[src/rtl/signed_range_gen_if.sv]
// Command and index-stream bundle for signed_range_gen.
// master: command source plus index consumer; slave: the loop engine itself.
interface signed_range_gen_if #(
  parameter int WIDTH = 32,
  parameter int CNT_W = 16
);
  logic             start_valid;
  logic             start_ready;
  logic [WIDTH-1:0] init_val;
  logic [WIDTH-1:0] limit;
  logic [WIDTH-1:0] step;
  logic             dir;
  logic             out_valid;
  logic             out_ready;
  logic [WIDTH-1:0] out_idx;
  logic             out_last;
  logic             done;
  logic             zero_trip;
  logic             ovf;
  logic             trunc;
  logic [CNT_W-1:0] iter_count;

  modport master (
    output start_valid, init_val, limit, step, dir, out_ready,
    input  start_ready, out_valid, out_idx, out_last, done, zero_trip, ovf, trunc, iter_count
  );

  modport slave (
    input  start_valid, init_val, limit, step, dir, out_ready,
    output start_ready, out_valid, out_idx, out_last, done, zero_trip, ovf, trunc, iter_count
  );
endinterface

[src/rtl/signed_range_gen.sv]
// Signed hardware for-loop engine: streams init, init+step, ... while the signed bound holds,
// terminating early on signed overflow, zero step or the iteration cap.
module signed_range_gen #(
  parameter int WIDTH = 32,
  parameter int CNT_W = 16
) (
  input logic               clk,
  input logic               rst_n,
  signed_range_gen_if.slave bus
);

  typedef enum logic [1:0] {
    ST_IDLE = 2'd0,
    ST_EVAL = 2'd1,
    ST_EMIT = 2'd2,
    ST_DONE = 2'd3
  } state_t;

  // An emit taken at this count brings the total to the 2**CNT_W-1 cap.
  localparam logic [CNT_W-1:0] CNT_LAST_EMIT = {{(CNT_W-1){1'b1}}, 1'b0};
  localparam logic [CNT_W-1:0] CNT_ONE       = {{(CNT_W-1){1'b0}}, 1'b1};

  function automatic logic cond_ok(input logic [WIDTH-1:0] v, input logic [WIDTH-1:0] lim,
                                   input logic d);
    logic r;
    if (d) r = ($signed(v) >= $signed(lim));
    else   r = ($signed(v) <= $signed(lim));
    return r;
  endfunction

  // {last, ovf, trunc} for emitting v after cnt indices; a failing bound masks the other causes.
  function automatic logic [2:0] emit_status(input logic [WIDTH-1:0] v, input logic [WIDTH-1:0] lim,
                                             input logic [WIDTH-1:0] stp, input logic d,
                                             input logic [CNT_W-1:0] cnt);
    logic [WIDTH:0] sum;
    logic [2:0]     r;
    sum = {v[WIDTH-1], v} + {stp[WIDTH-1], stp};
    if (!cond_ok(sum[WIDTH-1:0], lim, d))    r = 3'b100;
    else if (sum[WIDTH] != sum[WIDTH-1])     r = 3'b110;
    else if (stp == {WIDTH{1'b0}})           r = 3'b100;
    else if (cnt == CNT_LAST_EMIT)           r = 3'b101;
    else                                     r = 3'b000;
    return r;
  endfunction

  state_t           state_r, state_s;
  logic [WIDTH-1:0] idx_r, idx_s, lim_r, lim_s, step_r, step_s, nxt_s;
  logic             dir_r, dir_s;
  logic [CNT_W-1:0] cnt_r, cnt_s;
  logic             start_ready_r, start_ready_s, out_valid_r, out_valid_s, out_last_r, out_last_s;
  logic             done_r, done_s, zero_trip_r, zero_trip_s, ovf_r, ovf_s, trunc_r, trunc_s;
  logic             cause_ovf_r, cause_ovf_s, cause_trunc_r, cause_trunc_s;
  logic [2:0]       cur_st_s, adv_st_s;

  // State register.
  always_ff @(posedge clk or negedge rst_n) begin
    if (!rst_n) state_r <= ST_IDLE;
    else        state_r <= state_s;
  end

  // Datapath and registered outputs; a reset abandons the command without a done pulse.
  always_ff @(posedge clk or negedge rst_n) begin
    if (!rst_n) begin
      idx_r         <= {WIDTH{1'b0}};
      lim_r         <= {WIDTH{1'b0}};
      step_r        <= {WIDTH{1'b0}};
      dir_r         <= 1'b0;
      cnt_r         <= {CNT_W{1'b0}};
      start_ready_r <= 1'b1;
      out_valid_r   <= 1'b0;
      out_last_r    <= 1'b0;
      done_r        <= 1'b0;
      zero_trip_r   <= 1'b0;
      ovf_r         <= 1'b0;
      trunc_r       <= 1'b0;
      cause_ovf_r   <= 1'b0;
      cause_trunc_r <= 1'b0;
    end else begin
      idx_r         <= idx_s;
      lim_r         <= lim_s;
      step_r        <= step_s;
      dir_r         <= dir_s;
      cnt_r         <= cnt_s;
      start_ready_r <= start_ready_s;
      out_valid_r   <= out_valid_s;
      out_last_r    <= out_last_s;
      done_r        <= done_s;
      zero_trip_r   <= zero_trip_s;
      ovf_r         <= ovf_s;
      trunc_r       <= trunc_s;
      cause_ovf_r   <= cause_ovf_s;
      cause_trunc_r <= cause_trunc_s;
    end
  end

  // Next-state and next-output decode; out_last is precomputed for the index about to be shown.
  always_comb begin
    state_s       = state_r;
    idx_s         = idx_r;
    lim_s         = lim_r;
    step_s        = step_r;
    dir_s         = dir_r;
    cnt_s         = cnt_r;
    start_ready_s = start_ready_r;
    out_valid_s   = out_valid_r;
    out_last_s    = out_last_r;
    done_s        = 1'b0;
    zero_trip_s   = zero_trip_r;
    ovf_s         = ovf_r;
    trunc_s       = trunc_r;
    cause_ovf_s   = cause_ovf_r;
    cause_trunc_s = cause_trunc_r;
    nxt_s         = idx_r + step_r;
    cur_st_s      = emit_status(idx_r, lim_r, step_r, dir_r, cnt_r);
    adv_st_s      = emit_status(nxt_s, lim_r, step_r, dir_r, cnt_r + CNT_ONE);

    case (state_r)
      ST_IDLE: begin
        if (bus.start_valid && start_ready_r) begin
          state_s       = ST_EVAL;
          idx_s         = bus.init_val;
          lim_s         = bus.limit;
          step_s        = bus.step;
          dir_s         = bus.dir;
          cnt_s         = {CNT_W{1'b0}};
          zero_trip_s   = 1'b0;
          ovf_s         = 1'b0;
          trunc_s       = 1'b0;
          start_ready_s = 1'b0;
        end else begin
          start_ready_s = 1'b1;
        end
      end
      ST_EVAL: begin
        if (cond_ok(idx_r, lim_r, dir_r)) begin
          state_s       = ST_EMIT;
          out_valid_s   = 1'b1;
          out_last_s    = cur_st_s[2];
          cause_ovf_s   = cur_st_s[1];
          cause_trunc_s = cur_st_s[0];
        end else begin
          state_s     = ST_DONE;
          done_s      = 1'b1;
          zero_trip_s = 1'b1;
        end
      end
      ST_EMIT: begin
        if (bus.out_ready) begin
          cnt_s = cnt_r + CNT_ONE;
          if (out_last_r) begin
            state_s     = ST_DONE;
            out_valid_s = 1'b0;
            out_last_s  = 1'b0;
            done_s      = 1'b1;
            ovf_s       = cause_ovf_r;
            trunc_s     = cause_trunc_r;
          end else begin
            idx_s         = nxt_s;
            out_last_s    = adv_st_s[2];
            cause_ovf_s   = adv_st_s[1];
            cause_trunc_s = adv_st_s[0];
          end
        end else begin
          state_s = ST_EMIT;
        end
      end
      ST_DONE: begin
        state_s       = ST_IDLE;
        start_ready_s = 1'b1;
      end
      default: begin
        state_s       = ST_IDLE;
        start_ready_s = 1'b1;
        out_valid_s   = 1'b0;
        out_last_s    = 1'b0;
      end
    endcase
  end

  assign bus.start_ready = start_ready_r;
  assign bus.out_valid   = out_valid_r;
  assign bus.out_idx     = idx_r;
  assign bus.out_last    = out_last_r;
  assign bus.done        = done_r;
  assign bus.zero_trip   = zero_trip_r;
  assign bus.ovf         = ovf_r;
  assign bus.trunc       = trunc_r;
  assign bus.iter_count  = cnt_r;

endmodule

[src/flat_wrapper.sv]
// flat-port wrapper written by rule: the top's interface ports become plain ports
module signed_range_gen_flat 
#(
  parameter int WIDTH = 32,
  parameter int CNT_W = 16
)
  (clk, rst_n, bus_start_valid, bus_init_val, bus_limit, bus_step, bus_dir, bus_out_ready, bus_start_ready, bus_out_valid, bus_out_idx, bus_out_last, bus_done, bus_zero_trip, bus_ovf, bus_trunc, bus_iter_count);
  signed_range_gen_if #(.WIDTH(WIDTH), .CNT_W(CNT_W)) bus_i ();
  input logic clk;
  input logic rst_n;
  input wire logic [$bits(bus_i.start_valid)-1:0] bus_start_valid;
  input wire logic [$bits(bus_i.init_val)-1:0] bus_init_val;
  input wire logic [$bits(bus_i.limit)-1:0] bus_limit;
  input wire logic [$bits(bus_i.step)-1:0] bus_step;
  input wire logic [$bits(bus_i.dir)-1:0] bus_dir;
  input wire logic [$bits(bus_i.out_ready)-1:0] bus_out_ready;
  output wire logic [$bits(bus_i.start_ready)-1:0] bus_start_ready;
  output wire logic [$bits(bus_i.out_valid)-1:0] bus_out_valid;
  output wire logic [$bits(bus_i.out_idx)-1:0] bus_out_idx;
  output wire logic [$bits(bus_i.out_last)-1:0] bus_out_last;
  output wire logic [$bits(bus_i.done)-1:0] bus_done;
  output wire logic [$bits(bus_i.zero_trip)-1:0] bus_zero_trip;
  output wire logic [$bits(bus_i.ovf)-1:0] bus_ovf;
  output wire logic [$bits(bus_i.trunc)-1:0] bus_trunc;
  output wire logic [$bits(bus_i.iter_count)-1:0] bus_iter_count;
  assign bus_i.start_valid = bus_start_valid;
  assign bus_i.init_val = bus_init_val;
  assign bus_i.limit = bus_limit;
  assign bus_i.step = bus_step;
  assign bus_i.dir = bus_dir;
  assign bus_i.out_ready = bus_out_ready;
  assign bus_start_ready = bus_i.start_ready;
  assign bus_out_valid = bus_i.out_valid;
  assign bus_out_idx = bus_i.out_idx;
  assign bus_out_last = bus_i.out_last;
  assign bus_done = bus_i.done;
  assign bus_zero_trip = bus_i.zero_trip;
  assign bus_ovf = bus_i.ovf;
  assign bus_trunc = bus_i.trunc;
  assign bus_iter_count = bus_i.iter_count;
  signed_range_gen #(.WIDTH(WIDTH), .CNT_W(CNT_W)) u_core (.clk(clk), .rst_n(rst_n), .bus(bus_i));
endmodule
[config.mk]
export PLATFORM = sky130hd
export DESIGN_NAME = signed_range_gen_flat
export DESIGN_NICKNAME = d
export VERILOG_FILES = /design/src/rtl/signed_range_gen_if.sv /design/src/rtl/signed_range_gen.sv /design/src/flat_wrapper.sv
export SDC_FILE = /design/constraint.sdc
export NUM_CORES = 1
export LEC_CHECK = 0
export BUFFER_PORTS_ARGS = -buffer_cell sky130_fd_sc_hd__buf_2
export CAP_MARGIN = 20
export CORE_MARGIN = 5
export CORE_UTILIZATION = 25
export DETAILED_ROUTE_END_ITERATION = 7
export HOLD_SLACK_MARGIN = 0.06
export MAX_ROUTING_LAYER = met4
export PLACE_DENSITY = 0.38
export SYNTH_ARGS = -nofsm -noshare
export SYNTH_HDL_FRONTEND = slang
export SYNTH_SLANG_ARGS = --single-unit
[constraint.sdc]
create_clock -name clk -period 9.3 [get_ports clk]
set_input_delay 0.465 -clock clk [delete_from_list [all_inputs] [get_ports clk]]
set_output_delay 0.465 -clock clk [all_outputs]
set_load 0.05 [all_outputs]
# Word level (Yosys, flattened, before mapping)
# Index checks and enable logic that the tools add are counted.
[totals]
regBits = 124
latchBits = 0
ramBits = 0
rom_bits = 0
input_bits = 101
wordCells = 110
n_memories = 0
[classes]
add_sub_neg = 4
n_mul = 0
div = 0
order_cmp = 6
eq_ne = 14
shifts = 0
mux = 55
bitwise = 0
n_reduce_logical = 16
[op_table]
columns = ["operator", "count"]
rows = [
  ["$ge A32 B32 Y1", 3],
  ["$le A32 B32 Y1", 3],
  ["$mux W32", 3],
  ["$add A32 B32 Y33", 2],
  ["$pmux W32 S2", 1],
  ["$add A32 B32 Y32", 1],
  ["$eq A16 B16 Y1 const B", 2],
  ["$logic_not A32 Y1", 1],
  ["$mux W16", 2],
  ["$pmux W16 S2", 1],
  ["$mux W1", 27],
  ["$mux W3", 8],
  ["$pmux W1 S2", 9],
  ["$add A16 B1 Y16 const B", 1],
  ["$reduce_and A4 Y1", 4],
  ["$reduce_and A3 Y1", 3],
  ["$pmux W2 S4", 1],
  ["$reduce_bool A2 Y1", 4],
  ["$mux W2", 3],
  ["$ne A2 B1 Y1 const B", 3],
  ["$ne A2 B2 Y1 const B", 3],
  ["$eq A2 B2 Y1 const B", 2],
  ["$reduce_and A2 Y1", 2],
  ["$ne A3 B2 Y1 const B", 1],
  ["other kinds (4)", 5],
]

# Logic depth before layout (Yosys ltp)
# Gate-level depths: netlist of run 1.
[logic_depth]
ltp_word = 9
mapped_depth = 30

# Least setup slack after synthesis of run 1
# No wires, ideal clock.
[synth_path]
kind = "reg-to-reg"
start = "register u_core.idx_r[0], in the netlist u_core.bus.out_idx[0]"
end = "register u_core.out_last_r, in the netlist u_core.bus.out_last"
arrival_ns = 6.591
t_required_ns = 9.176
slack_ns = 2.585
stages_incl_launch_ff = 30
cell_sequence = "dfrtp_1 -> ha_1 -> fa_1 -> a211oi_1 -> o21a_1 -> a211o_1 -> a21oi_1 -> o21ai_0 -> a211oi_1 -> or3_1 -> and2_1 -> ha_1 -> o21a_1 -> o21ai_0 -> o21ai_0 -> o21ai_2 -> a31oi_1 -> o21ai_0 -> or4b_2 -> o311ai_0 -> ha_1 -> nand4_1 -> nor3_1 -> a221o_1 -> a211o_1 -> a21oi_1 -> xnor2_1 -> o211a_1 -> a31oi_1 -> a211o_1"
[synth_between]
elab_chain_cells = 8
[synth_rtl]
columns = ["element", "line", "rtl"]
rows = [
  ["from (decl)", "signed_range_gen.sv:47", "logic [WIDTH-1:0] idx_r, idx_s, lim_r, lim_s, step_r, step_s, nxt_s;"],
  ["from (signal assigned)", "signed_range_gen.sv:64", "idx_r <= {WIDTH{1'b0}};"],
  ["from (signal assigned)", "signed_range_gen.sv:79", "idx_r <= idx_s;"],
  ["$add A32 B32 Y32", "signed_range_gen.sv:113", "nxt_s = idx_r + step_r;"],
  ["$add A32 B32 Y33", "signed_range_gen.sv:37", "sum = {v[WIDTH-1], v} + {stp[WIDTH-1], stp};"],
  ["$le A32 B32 Y1, or another cell as far along", "signed_range_gen.sv:27", "else r = ($signed(v) <= $signed(lim));"],
  ["$mux W1 / $mux W3 (equally long branches)", "signed_range_gen.sv:26, signed_range_gen.sv:39", ""],
  ["$mux W3", "signed_range_gen.sv:38", "if (!cond_ok(sum[WIDTH-1:0], lim, d)) r = 3'b100;"],
  ["$mux W1", "signed_range_gen.sv:150", "if (out_last_r) begin"],
  ["$mux W1", "signed_range_gen.sv:148", "if (bus.out_ready) begin"],
  ["$pmux W1 S2", "signed_range_gen.sv:117", "case (state_r)"],
  ["to (signal assigned)", "signed_range_gen.sv:86", "out_last_r <= out_last_s;"],
  ["to (decl)", "signed_range_gen.sv:50", "logic start_ready_r, start_ready_s, out_valid_r, out_valid_s, out_last_r, out_last_s;"],
]
# Parallel ways exist; a longest one is shown, timed or not. The select of a mux whose other input is x is not followed.
# A chain may end at the register's enable or synchronous reset.

# Final worst setup path of run 1
[layout_path]
start = "register u_core.step_r[0]"
end = "register u_core.out_last_r, in the netlist u_core.bus.out_last"
[layout_between]
elab_chain_cells = 8
[layout_rtl]
columns = ["element", "line", "rtl"]
rows = [
  ["from (decl)", "signed_range_gen.sv:47", ""],
  ["from (signal assigned)", "signed_range_gen.sv:66", "step_r <= {WIDTH{1'b0}};"],
  ["from (signal assigned)", "signed_range_gen.sv:81", "step_r <= step_s;"],
  ["$add A32 B32 Y32", "signed_range_gen.sv:113", ""],
  ["$add A32 B32 Y33", "signed_range_gen.sv:37", ""],
  ["$le A32 B32 Y1, or another cell as far along", "signed_range_gen.sv:27", ""],
  ["$mux W1 / $mux W3 (equally long branches)", "signed_range_gen.sv:26, signed_range_gen.sv:39", ""],
  ["$mux W3", "signed_range_gen.sv:38", ""],
  ["$mux W1", "signed_range_gen.sv:150", ""],
  ["$mux W1", "signed_range_gen.sv:148", ""],
  ["$pmux W1 S2 *", "signed_range_gen.sv:117", ""],
]
# Mark *: on every way between the ends. The rest lies on a longest branch, timed or not. The select of a mux whose other input is x is not followed.

==> results of run 1 <==
[logic make-up after synthesis]
kind of cell	Yosys count
and+or+nand+nor	313
xor gates and xnor gates	56
buffers and inverters	90
muxes	90
DFF	124
AOI/OAI and AO/OA	378
adders and majority gates	170
[routing by layer]
layer,track usage (%),vias up
met1,22.5,4733
li1,-,4886
met4,6.05,0
met2,25.0,216
met3,3.19,50
met5,-,-
[how the worst max path moves through the flow]
stage	slack, ns	end	cells after the start
global placement	2.02	u_core.bus.out_last$_DFFE_PN0P_	29
global route	1.27	u_core.cause_trunc_r$_DFFE_PN0P_	29
detailed placement	2.00	u_core.bus.out_last$_DFFE_PN0P_	29
floorplan	2.58	u_core.bus.out_last$_DFFE_PN0P_	29
CTS	1.93	u_core.bus.out_last$_DFFE_PN0P_	29
finish	1.89	u_core.bus.out_last$_DFFE_PN0P_	29
[sequential cells by signal, summed over array words and instances, names as in the netlist]
name                    flops
u_core.bus.out_idx         32
u_core.lim_r               32
u_core.step_r              32
u_core.bus.iter_count      16
u_core.state_r              2
u_core.bus.done             1
u_core.bus.out_last         1
u_core.bus.out_valid        1
u_core.bus.ovf              1
u_core.bus.start_ready      1
u_core.bus.trunc            1
u_core.bus.zero_trip        1
u_core.cause_ovf_r          1
u_core.cause_trunc_r        1
u_core.dir_r                1
[final cells by class]
class                           count  share of cell area [%]
Clock buffer                       19                    3.30
Clock inverter                     13                    1.09
Inverter                           63                    1.80
Multi-Input combinational cell   1007                    58.0
Sequential cell                   124                    23.6
Tap cell                          592                    5.64
Timing Repair Buffer              163                    6.58
[cells in the final DEF, fill, tap and decap left out, types with 9 or more instances in the layout]
master	count
nand3_1	27
o21a_1	14
a211oi_1	15
nand2_1	102
a21o_1	39
xnor2_1	39
a31oi_1	13
nand4_1	27
a21oi_1	111
nor4_1	9
mux2i_1	24
dfrtp_1	123
o211ai_1	10
mux2_2	66
nor2_1	61
and3_1	21
o21ai_0	98
xor2_1	17
clkbuf_16	17
ha_1	167
nor3_1	12
inv_1	63
and2_1	9
buf_2	154
[what timing repair did]
| item | CTS | global route |
|---|---|---|
| hold buffers | 1 | 0 |
| hold endpoints to repair | 34 | 0 |
| setup buffers | 0 | 0 |
[through the flow]
step	hold slack [ns]	util (%)	instance area [um2]	setup WS [ns]
floorplan	0.169	-	11100	2.58
global placement	0.490	28.4	12500	2.02
detailed placement	0.492	28.4	12500	2.00
CTS	0.169	29.8	13100	1.93
global route	0.194	29.8	13100	1.27
finish	0.215	29.8	13100	1.89
[synthesized netlist by cell type (6+ instances only)]
cell / number / area (um2)
ha_1: 168 / 2100
dfrtp_1: 123 / 3080
a21oi_1: 112 / 561
nand2_1: 102 / 383
o21ai_0: 98 / 490
mux2_2: 66 / 743
inv_1: 63 / 236
nor2_1: 61 / 229
a21o_1: 40 / 300
xnor2_1: 39 / 342
nand3_1: 28 / 140
nand4_1: 27 / 169
mux2i_1: 24 / 240
and3_1: 21 / 131
clkbuf_1: 19 / 71.3
xor2_1: 17 / 149
a211oi_1: 15 / 113
o21a_1: 14 / 105
a31oi_1: 13 / 81.3
nor3_1: 12 / 60.1
o211ai_1: 10 / 75.1
and2_1: 9 / 56.3
nor4_1: 9 / 56.3
and4_1: 8 / 70.1
o21bai_1: 8 / 60.1
or2_2: 8 / 50.1
a211o_1: 7 / 61.3
a21boi_0: 6 / 45.0
nand2b_1: 6 / 37.5
[worst reg2reg max path: cells and delay by family, from the launching register on]
| kind | cells | cell delay, ns |
|---|---|---|
| xor gates and xnor gates | 1 | 0.15 |
| adders and majority gates | 4 | 1.35 |
| DFF | 1 | 0.44 |
| AOI/OAI and AO/OA | 19 | 3.97 |
| and+or+nand+nor | 5 | 1.39 |
==> out/results.ini, run 1 <==
[outcome]
status = completed

[logic_synthesis]
yosys.area_share.simple_pct = 14.1
synth_fa_ha_area_share_pct = 19.4
syn_avg_cell_area_um2 = 9.06
ys_seq_area_share_pct = 28.1
ys_ff_latch = 124
synth_compound_area_share_pct = 21.9
synth_top_family_by_area = compound AO/OA/AOI/OAI gates
synthArstFlopShare_pct = 100
ys.flop_type = dfrtp_1
synth_nets = 1492
synthXorXnorAreaFrac_pct = 4.44
netlist_area_um2 = 11100
netlist-cell-type-count = 81
synth_edf_count = 0
yosys_warnings = 0
muxShareOfSynthArea_pct = 8.89
syn_inst = 1221

[placed_design]
dpl.cell_count = 1947
gp_congestion = 0.822
port_buffers = 155
dp_hpwl_um = 31300

[drt]
viasPerCell = 4.99
vias = 9885
drt_iter0_markers = 610
drc = 0
drt-met1-wl_um = 18900
wl_per_cell_um = 19.7
top_layer = met4
final_antenna_net_count = 0
wl_met3_um = 1700
drt_pre_antenna_iters = 7
drt_wl_total_um = 39100
wl_met2_um = 17400

[critical_path]
worst_path_max_delay_cell = or4b_2
rr_endpoint = u_core.bus.out_last$_DFFE_PN0P_
cp_num_buf_inv = 0
cp-start-kind = register
cp_data_arrival_time_ns = 7.76
crit_family = compound AO/OA/AOI/OAI gates
crit_start = u_core.step_r[0]$_DFFE_PN0P_
critPathMaxStageDelay_ns = 0.60
critPathRequiredTime_ns = 9.66
r2r_slack_ns = 1.89
r2r_cells = 29
crit_fanout = 6
endpoint_kind = register
crit_top_cell = o21ai_0
r2r_start = u_core.step_r[0]$_DFFE_PN0P_
path_class = register to register

[floorplan]
ios = 156
core_area_um2 = 44000
die_x_um = 220
row_count = 77
chipHeight_um = 220
die-area_um2 = 48500
initial_core_util_pct = 25.1

[timing]
timing.final.crit_share_pct = 79.7
max_slew_margin_pct = 39.4
fin_crit_ns = 7.41
final.setup.tns_ns = 0
tightest_slew_ns = 0.908
finalMaxSlewViolations = 0
hold_viol = 0
finClkSkew_ns = 0.0198
rsz0062_at_grt = false
fmax_mhz = 135
setup_violations = 0

[clock_tree]
cts_buffers = 17
htreeDepth = 4
clock-sinks = 124
path_clk_slew_ns = 0.06
cts_root_buf = clkbuf_16
cts_resized = 0
clock_path_buffers = 2
cts_tree = built
clock_latency_ns = 0.48

[final_layout]
multiInputGateArea_um2 = 7610
final_cell_count_no_fill = 1981
antenna_cells = 0
drive_gt1_share_pct = 21.0
synthToLayoutAreaGrowth_pct = 18.8
final_nets = 1647
register_area_um2 = 3100
fill_cells = 4745

[worst_hold_path]
worstHoldPathType = input port to register
whs_path_depth = 2
hold_path.startpoint = bus_limit[23]
hold_end = u_core.lim_r[23]$_DFFE_PN0P_

[grt]
grt_pass1_wl_um = 59200
track_usage_pct = 16.7
grt_max_degree = 72
antenna_found_initial = 0
grt_pass1_vias = 9817
grt.overflow.total = 0

[flow_run]
cap_viol_max_count = 0

Power of run 1 is not shown: default switching activity piles up to over one toggle a cycle in this logic, so the estimate is an artifact.
==> run 2: changes to the inputs <==
Clock period 9.3 ns to 7 ns, I/O delays scaled along.
==> run 2 against run 1 <==
Wire length increased by 0.79%; register-to-register slack got worse by 1.5 ns; non-clock buffer count increased by 51; global-route usage increased by 0.15 points; critical endpoint is now u_core.cause_ovf_r$_DFFE_PN0P_; first-iteration DRC count increased by 4.4%; highest routed layer unchanged; setup slack got worse by 1.5 ns; cell area increased by 4.1%; via count increased by 0.81%; sequential share of layout area decreased by 0.93 points; critical path depth decreased by 4.
==> out/results.ini, run 2 (synthesized netlist as in run 1, its figures left out) <==
[outcome]
status = completed

[timing]
finClkSkew_ns = 0.0147  ; -0.00507 ns
holdWs_ns = 0.119  ; -0.0958 ns
setup_violations = 0  ; unchanged
timing.final.ws_setup_ns = 0.351  ; -1.54 ns
max_slew_margin_pct = 32.2  ; -7.2 points
fmax_mhz = 150  ; +11%
hold_viol = 0  ; unchanged
timing.final.crit_share_pct = 95.0  ; +15 points
finalMaxSlewViolations = 0  ; unchanged
tightest_slew_ns = 1.02  ; +0.109 ns
fin_crit_ns = 6.65  ; -0.759 ns

[final_layout]
drive_gt1_share_pct = 25.4  ; +4.4 points
final_common_cell = ha_1
final_nets = 1698  ; +3.1%
synthToLayoutAreaGrowth_pct = 23.6
final_area_um2 = 13700  ; +4.1%
layout_common_cells = ha_1 (165), buf_2 (154), dfrtp_1 (123)
finish.utilization_pct = 31.1  ; +1.2 points

[flow_run]
cap_viol_max_count = 0  ; unchanged

[critical_path]
r2r_cells = 25  ; -14%
r2r_slack_ns = 0.35  ; -1.54 ns
rr_endpoint = u_core.cause_ovf_r$_DFFE_PN0P_
crit_fanout = 7  ; +1
path_class = register to register
cp_data_arrival_time_ns = 7.04  ; -0.72 ns
crit_start = u_core.bus.out_idx[1]$_DFFE_PN0P_
endpoint_kind = register
critPathRequiredTime_ns = 7.39  ; -2.27 ns
cp-start-kind = register
r2r_start = u_core.bus.out_idx[1]$_DFFE_PN0P_

[grt]
track_usage_pct = 16.8  ; +0.15 points
grt_pass1_vias = 10094  ; +2.8%
grt.overflow.total = 0  ; unchanged
grt_pass1_wl_um = 60600  ; +2.4%
grt_max_degree = 74  ; +2.8%
antenna_found_initial = 1  ; +1

[placed_design]
dp_slack_ns = 0.0928  ; -1.91 ns
dpl-instance-area_um2 = 12900  ; +2.9%
port_buffers = 155  ; unchanged
dp_hpwl_um = 31700  ; +1.4%
gp_congestion = 0.826  ; +0.47%

[clock_tree]
clock-sinks = 124  ; unchanged
cts_tree = built
cts_root_buf = clkbuf_16
cts_buffers = 17  ; unchanged
clock_latency_ns = 0.46  ; -0.02 ns
path_clk_slew_ns = 0.07  ; about the same
htreeDepth = 4  ; unchanged
clock_path_buffers = 2  ; unchanged

[floorplan]
core_area_um2 = 44000  ; unchanged
ios = 156  ; unchanged
die-area_um2 = 48500  ; unchanged
chipHeight_um = 220  ; unchanged
initial_core_util_pct = 25.1  ; unchanged
row_count = 77  ; unchanged
die_x_um = 220  ; unchanged

[drt]
drt_iter0_markers = 637  ; +4.4%
vias = 9965  ; +0.81%
drc = 0  ; unchanged
final_antenna_net_count = 0  ; unchanged
drt_wl_total_um = 39400  ; +0.79%
drt_pre_antenna_iters = 5  ; -2
viasPerCell = 4.90  ; -1.8%
wl_per_cell_um = 19.4  ; -1.8%

[worst_hold_path]
whs_path_depth = 2  ; unchanged
worstHoldPathType = input port to register
hold_path.startpoint = bus_limit[23]
hold_end = u_core.lim_r[23]$_DFFE_PN0P_

## run 2: cell types whose count changed in the layout (fill, tap and decap cells not counted), sizes merged
cell,previous run,this run
diode,0,1
clkinvlp,5,0
buf,162,213
clkbuf,19,18
clkinv,4,7
inv,65,68
## run 2: metal layers
| metal | track usage, % | share of wire [%] | wire length (um) |
|---|---|---|---|
| met5 | - | 0 | 0 |
| met4 | 3.95 | 1.1 | 448 |
| met3 | 2.85 | 3.0 | 1190 |
| met2 | 26.5 | 46 | 18300 |
| met1 | 22.7 | 50 | 19500 |
## run 2: layout make-up
| class | count | area (um2) |
|---|---|---|
| multi-input combinational | 1007 | 7760 |
| clock buffer | 18 | 429 |
| fill | 4731 | 30400 |
| sequential | 124 | 3100 |
| tap | 592 | 741 |
| antenna | 1 | 2.50 |
| timing repair buffer | 214 | 1240 |
| clock inverter | 14 | 161 |
| inverter | 63 | 236 |
## run 2: through the flow
| step | setup TNS, ns | cells |
|---|---|---|
| floorplan | 0 | 1221 |
| global placement | 0 | 1995 |
| detailed placement | 0 | 1995 |
| CTS | 0 | 2028 |
| global route | -0.0219 | 2033 |
| finish | 0 | 2033 |
## run 2: worst max path at each step
| stage | end | slack, ns | cells past startpoint |
|---|---|---|---|
| 4_1_cts | u_core.cause_ovf_r$_DFFE_PN0P_ | 0.008 | 30 |
| 6_report | u_core.cause_ovf_r$_DFFE_PN0P_ | 0.35 | 25 |
| 3_5_place_dp | u_core.cause_ovf_r$_DFFE_PN0P_ | 0.09 | 30 |
| 3_3_place_gp | u_core.bus.out_last$_DFFE_PN0P_ | 0.14 | 30 |
| 2_1_floorplan | u_core.bus.out_last$_DFFE_PN0P_ | 0.28 | 29 |
| 5_1_grt | u_core.bus.out_last$_DFFE_PN0P_ | -0.02 | 32 |
## run 2: timing repair
action | CTS | global route
endpoints found under the setup margin | 0 | 3
hold buffers | 1 | 0
gates resized for setup | 0 | 33
setup buffers | 0 | 3
hold endpoints to repair | 72 | 0
## run 2: critical path, stage by stage (launching register included)
cell and delay (ns):
dfrtp_1 0.45, ha_1 0.34, a211o_1 0.33, a21oi_2 0.20, a21oi_1 0.16, or2_1 0.31, o221a_2 0.30, a211o_1 0.38
xor2_2 0.20, ha_1 0.39, a21o_1 0.23, a21o_1 0.17, a21o_1 0.18, o21ai_1 0.17, or4b_2 0.59, o311ai_0 0.14
ha_1 0.33, nand4_1 0.15, nor3_1 0.07, a221o_1 0.32, a211o_1 0.28, a21oi_2 0.15, xnor2_2 0.14, o21ai_0 0.14
a211oi_1 0.31, a211o_1 0.14
Power of run 2 is left out for the same reason.
